--- src/rtl/object_draw_ctrl.sv ---
`default_nettype none
// ============================================================================
//  Module      : object_draw_ctrl
//  Description : Streams a 16x16 24-bit sprite from the object ROM into the
//                VGA pixel-write port. It can also erase the sprite footprint
//                with a background colour. Transparent texels are skipped
//                and off-screen pixels are clipped.
//  Revision    : 1.0 - initial release
// ============================================================================
module object_draw_ctrl #(
    parameter int          XSCREEN     = 160,
    parameter int          YSCREEN     = 120,
    parameter int          X_W         = 8,
    parameter int          Y_W         = 7,
    parameter logic [23:0] TRANSPARENT = 24'h000000
) (
    input  logic           clock,
    input  logic           reset,
    input  logic           start,
    input  logic           erase,
    input  logic [X_W-1:0] x0,
    input  logic [Y_W-1:0] y0,
    input  logic [23:0]    bg_color,
    output logic [7:0]     rom_addr,
    input  logic [23:0]    rom_q,
    output logic [X_W-1:0] vga_x,
    output logic [Y_W-1:0] vga_y,
    output logic [23:0]    vga_color,
    output logic           vga_write,
    output logic           busy,
    output logic           done
);

    localparam logic [X_W:0] c_xscreen = (X_W+1)'(XSCREEN);
    localparam logic [Y_W:0] c_yscreen = (Y_W+1)'(YSCREEN);

    typedef enum logic [1:0] {
        IDLE   = 2'd0,
        RUN    = 2'd1,
        FINISH = 2'd2
    } state_t;

    state_t          r_state;
    state_t          w_state_next;

    logic [7:0]      r_cnt;
    logic [7:0]      r_pix;
    logic [X_W-1:0]  r_x0;
    logic [Y_W-1:0]  r_y0;
    logic            r_erase;
    logic [23:0]     r_bg;

    logic [X_W:0]    w_px;
    logic [Y_W:0]    w_py;
    logic            w_in_bounds;
    logic            w_write;

    // One extra bit on each coordinate keeps right/bottom overflow visible
    // to the bounds compare instead of wrapping back on-screen.
    assign w_px        = (X_W+1)'(r_x0) + (X_W+1)'(r_pix[3:0]);
    assign w_py        = (Y_W+1)'(r_y0) + (Y_W+1)'(r_pix[7:4]);
    assign w_in_bounds = (w_px < c_xscreen) && (w_py < c_yscreen);
    assign w_write     = w_in_bounds && (r_erase || (rom_q != TRANSPARENT));

    always_ff @(posedge clock or posedge reset) begin
        if (reset) begin
            r_state <= IDLE;
        end else begin
            r_state <= w_state_next;
        end
    end

    // The ROM address runs one ahead of the pixel being processed, which
    // covers the one-cycle ROM read latency.
    always_comb begin
        w_state_next = r_state;
        rom_addr     = 8'd0;
        case (r_state)
            IDLE: begin
                if (start) begin
                    w_state_next = RUN;
                end
            end
            RUN: begin
                rom_addr = r_cnt;
                if (r_pix == 8'hFF) begin
                    w_state_next = FINISH;
                end
            end
            FINISH: begin
                w_state_next = IDLE;
            end
            default: begin
                w_state_next = IDLE;
            end
        endcase
    end

    always_ff @(posedge clock or posedge reset) begin
        if (reset) begin
            r_cnt     <= 8'd0;
            r_pix     <= 8'd0;
            r_x0      <= '0;
            r_y0      <= '0;
            r_erase   <= 1'b0;
            r_bg      <= 24'd0;
            vga_x     <= '0;
            vga_y     <= '0;
            vga_color <= 24'd0;
            vga_write <= 1'b0;
            busy      <= 1'b0;
            done      <= 1'b0;
        end else begin
            vga_write <= 1'b0;
            busy      <= 1'b0;
            done      <= 1'b0;
            case (r_state)
                IDLE: begin
                    if (start) begin
                        r_x0    <= x0;
                        r_y0    <= y0;
                        r_erase <= erase;
                        r_bg    <= bg_color;
                        r_cnt   <= 8'd1;
                        r_pix   <= 8'd0;
                    end
                end
                RUN: begin
                    r_cnt     <= r_cnt + 8'd1;
                    r_pix     <= r_pix + 8'd1;
                    vga_x     <= w_px[X_W-1:0];
                    vga_y     <= w_py[Y_W-1:0];
                    vga_color <= r_erase ? r_bg : rom_q;
                    vga_write <= w_write;
                    busy      <= 1'b1;
                end
                FINISH: begin
                    done <= 1'b1;
                end
                default: begin
                    done <= 1'b0;
                end
            endcase
        end
    end

endmodule
`default_nettype wire
--- config.mk ---
export PLATFORM = sky130hd
export DESIGN_NAME = object_draw_ctrl
export DESIGN_NICKNAME = d
export VERILOG_FILES = /design/src/rtl/object_draw_ctrl.sv
export SDC_FILE = /design/constraint.sdc
export NUM_CORES = 1
export LEC_CHECK = 0
export CORE_MARGIN = 3
export CORE_UTILIZATION = 50
export DETAILED_ROUTE_END_ITERATION = 16
export DONT_BUFFER_PORTS = 1
export PLACE_DENSITY = 0.73
export SYNTH_ARGS = -nofsm -noshare
export SYNTH_HDL_FRONTEND = slang
export SYNTH_SLANG_ARGS = --single-unit
--- constraint.sdc ---
create_clock -name clock -period 5.8 [get_ports clock]
set_input_delay 1.74 -clock clock [delete_from_list [all_inputs] [get_ports clock]]
set_output_delay 1.74 -clock clock [all_outputs]
set_load 0.02 [all_outputs]
; ---- Yosys cells after proc, flatten, opt, wreduce, memory -nomap -nowiden
; Index checks and enable logic that the tools add are counted.
[op_classes]
add_sub_neg = 4
order_cmp = 2
eq_ne = 5
n_mux = 12
reduce_logical = 9
[ops]
columns = op, n
row1 = 8-bit case mux with 2 select lines, 2
row2 = 24-bit two-way mux, 1
row3 = 8-bit two-way mux, 3
row4 = 24-bit nonzero test, 1
row5 = 8-bit by 1-bit adder with 8-bit output (second input constant), 2
row6 = 8-bit by 4-bit adder with 9-bit output, 1
row7 = 9-bit by 8-bit less-than comparator with 1-bit output (second input constant), 1
row8 = 7-bit by 4-bit adder with 8-bit output, 1
row9 = 8-bit == test (second input constant), 1
row10 = 8-bit by 7-bit less-than comparator with 1-bit output (second input constant), 1
row11 = 2-bit AND reduction, 3
row12 = 2-bit two-way mux, 2
row13 = 2-bit != test (second input constant), 2
row14 = 2-bit case mux with 2 select lines, 1
row15 = 1-bit two-way mux, 3
row16 = 2-bit by 1-bit == test with 1-bit output (second input constant), 1
row17 = 2-bit == test (second input constant), 1
row18 = 1-bit logical AND, 2
row19 = 2-bit zero test, 1
row20 = 2-bit nonzero test, 1
row21 = 1-bit logical OR, 1
[totals]
reg_bits = 100
inputBits = 67
out_inout_bits = 50
elab_cells = 45

; ---- Depth between registers and ports, before layout
[depth]
word_depth = 5
ltp_mapped = 8
mapped_depth_nobuf = 8

; ---- Worst setup path before layout
; No wires, ideal clock.
[synth_timing]
kind = register to output
from = register r_state[1]
to = output rom_addr[1]
arrival_ns = 1.252
required_ns = 4.060
path_slack_ns = 2.808
path_stages_with_launch = 6
path_buffers = 2
cell_sequence = dfrtp_1 -> nand2b_1 -> buf_2 -> inv_2 -> clkbuf_1 -> and2_1
[synth_via]
elab_chain_len = 2
[synth_lines]
columns = element, line
row1 = from (decl), 43  ; state_t r_state;
row2 = from (signal assigned), 69  ; r_state <= w_state_next;
row3 = 2-bit by 1-bit == test with 1-bit output, 78  ; case (r_state)
row4 = 8-bit two-way mux, 78
row5 = to (decl), 24  ; output logic [7:0] rom_addr,
; Every way passes these cells.

; ---- Worst setup path after layout
[layout_timing]
from = register r_state[1]
to = output rom_addr[0]
; The elaborated chain is that of the path after synthesis.

==> flow_summary.yaml <==
status:
  run_status: "finished, final reports clean"
clocking:
  clock_buffer_count_from_cts: 9
  worstSkewPairLatency_ns: 0.36
  clock-sinks: 100
  cts_max_level: 3
  worst_setup_hold_path_clk_slew_ns: 0.10
  post_cts.resized_instances: 0
  cts_tree: "done"
  setup_buffers_after_cts: 0
  cts.hold.buffers_added: 0
  maximum_buffer_depth_of_the_clock_tree: 2
  root_buffer: "clkbuf_8"
timing:
  timing.final.hold_violations: 0
  setup-tns-final_ns: 0
  max_freq_mhz: 257
  max_slew_margin_pct: 41.8
  final-setup-viol-count: 0
  worstMarginPinSlew_ns: 0.872
  final.setup_skew_ns: 0.0141
  period_minus_slack_ns: 3.89
  timing.final.max_slew_violations: 0
  timing.final.ws_setup_ns: 1.91
  min_period_over_period_pct: 67.0
  rsz0062_at_grt: "no"
power_and_ir_drop:
  fin_total_pwr_mw: 1.21
  irDropWorstVdd_mv: 0.113
  total_leakage_power_nw: 2.19
  p_per_area_mw_per_mm2: 249
setup_path:
  setup.worst_path.end_class: "output pin"
  worst_path_dominant_cell_family: "simple AND/OR/NAND/NOR gates"
  cp_num_cells: 3
  critical_path.max_fanout: 43
  start_kind: "flip-flop"
  worstPathRequired_ns: 4.06
  cpPeakStageDelay_ns: 0.51
  cp.arrival_ns: 2.15
  reg2reg_depth: 8
  cpMaxStageDelayCell: "nand2b_2"
  cp_cell_sequence: "nand2b_2 -> buf_4 -> nor2_1"
  critPathKind: "flip-flop to output pin"
  worst_path_buf_inv: 1
floorplanning:
  fp.dieH_um: 102
  die_w_um: 102
  i_o_pin_cnt: 117
  std_cell_rows: 34
  floorplan.initialDensity_pct: 52.0
  floorplan.die_area_mm2: 0.0103
  core_area_mm2: 0.00881
cells_and_area:
  sequential_cell_area_mm2: 0.00250
  stdcell_area_mm2: 0.00486
  layout-drive-gt1-share_pct: 6.46
  layout.cells.most_common_list: "nand2_1 (163), dfrtp_1 (100), o21ai_0 (49)"
  multi_input_area_mm2: 0.00193
  num-nets-final: 554
  layoutNonFillerInstCount: 588
  layout_commonest_cell: "nand2_1"
  area_growth_pct: 6.03
  diodes: 0
  fill_cells: 804
drt:
  vias_per_cell: 5.45
  wl_per_cell_um: 16.4
  wl_um: 9630
  number_of_remaining_drc_errors: 0
  dr.first_iter.drc_count: 89
  vias: 3203
  final_antenna_net_count: 0
  initial_drt_pass_iterations: 4
placed_design:
  hpwl_after_detailed_placement_um: 6760
  gp_congestion: 0.748
  dp_cells: 572
  place_ws_ns: 2.28
  placed_area_mm2: 0.00465
  place.port_buffers: 0
grt:
  grt_start_max_net_pins: 54
  first_global_vias: 3107
  grt_antenna_before_repair: 0
  grt_first_pass_wirelength_um: 15700
  grtUsageTotal_pct: 19.3
  grt_overflow: 0
synth:
  synth_area_mm2: 0.00458
  syn_inst: 484
  synth.lib_cells_used.distinct: 41
  synthesized_area_per_cell_um2: 9.47
  yosysWarnings: 0
  dominantRegCellSynth: "dfrtp_1"
  synth-edff-count: 0
  post_synthesis_sequential_element_count: 100
  share_of_flip_flops_with_an_asynchronous_set_or_reset_pct: 100
  yosysSeqAreaShare_pct: 54.6
  synth_fp_nets: 563
run:
  drv.max_cap_violation_count: 0
hold_path:
  holdCritPathClass: "flip-flop to flip-flop"
  hold-path-cell-count: 2
[path summary, 6_finish.rpt]
check / start / to / slack, ns
hold / removal: r_bg[19]$_DFFE_PP0P_ / r_bg[19]$_DFFE_PP0P_ / 0.48
hold reg to reg: r_bg[19]$_DFFE_PP0P_ / r_bg[19]$_DFFE_PP0P_ / 0.48
setup / recovery: r_state[1]$_DFFE_PP0P_ / rom_addr[0] / 1.91
max in group asynchronous: reset / r_y0[5]$_DFFE_PP0P_ / 3.38
setup reg to reg: r_pix[4]$_DFFE_PP0P_ / vga_write$_DFF_PP0_ / 3.46
min in group asynchronous: reset / r_bg[8]$_DFFE_PP0P_ / 1.31
[flip-flops by register name, summed over array words and instances, names as in the netlist]
signal	count
busy	1
done	1
r_bg	24
r_cnt	8
r_erase	1
r_pix	8
r_state	2
r_x0	8
r_y0	7
vga_color	24
vga_write	1
vga_x	8
vga_y	7
[cells in the mapped netlist, drive strengths merged, types with 3 or more instances]
cell type / n / share of area, %
a21o: 3 / 0.49
a21oi: 6 / 0.74
a22o: 6 / 1.1
and2: 9 / 1.2
buf: 11 / 1.2
clkbuf: 13 / 1.1
dfrtp: 100 / 55
ha: 10 / 2.7
inv: 14 / 1.1
mux2: 3 / 0.74
mux2i: 26 / 5.7
nand2: 163 / 13
nand2b: 3 / 0.41
nand3: 12 / 1.4
nand4: 3 / 0.41
nor2: 12 / 0.98
nor2b: 3 / 0.41
nor4: 5 / 0.68
o21ai: 49 / 5.4
o31ai: 3 / 0.49
xnor2: 5 / 0.96
xor2: 4 / 0.76
[routing by layer]
layer / share of wire [%] / global-route usage (%) / routed length [um] / vias to the layer above
met5: 0 / 0 / 0 / -
met4: 1.1 / 6.24 / 105 / 0
met3: 6.2 / 4.75 / 598 / 10
met2: 48 / 29.3 / 4590 / 87
met1: 45 / 27.2 / 4330 / 1515
li1: - / - / - / 1591
[per-stage QoR]
stage	util, %	hold slack (ns)
global placement	52.8	0.457
CTS	55.2	0.487
global route	55.2	0.503
floorplan	-	0.443
finish	55.2	0.481
detailed placement	52.8	0.463
[layout make-up]
cell class	count	area share (%)
clock buffers	10	2.83
inverters	14	1.13
multi-input cells	346	39.7
well taps	108	2.78
flip-flops and latches	100	51.5
clock inverters	6	1.47
repair buffers	4	0.618
[worst register-to-register path, stage by stage, from the launching register on]
cell	delay, ns
dfrtp_1	0.45
ha_1	0.24
inv_1	0.08
fa_1	0.40
nand2b_1	0.17
a21oi_2	0.18
xnor2_1	0.09
or4_1	0.46
nor4bb_1	0.15
[cell families (layout without fill, tap and decap cells)]
logic type	after synthesis	after routing	share of synthesized area [%]
AND/OR/NAND/NOR	217	217	20.0
buffers and inverters	38	34	3.41
flip-flops	100	100	54.6
AO/OA/AOI/OAI	79	79	10.3
XOR/XNOR	9	9	1.72
adder cells (fa/ha/maj)	12	12	3.60
multiplexers	29	29	6.42
[power by group]
part	leakage [nW]	internal, mW	switching [mW]
Clock	0.0991	0.215	0.248
Combinational	0.887	0.00614	0.0176
Sequential	1.21	0.705	0.0175
Total	2.19	0.926	0.283
Power figures use the tool's default switching activity.
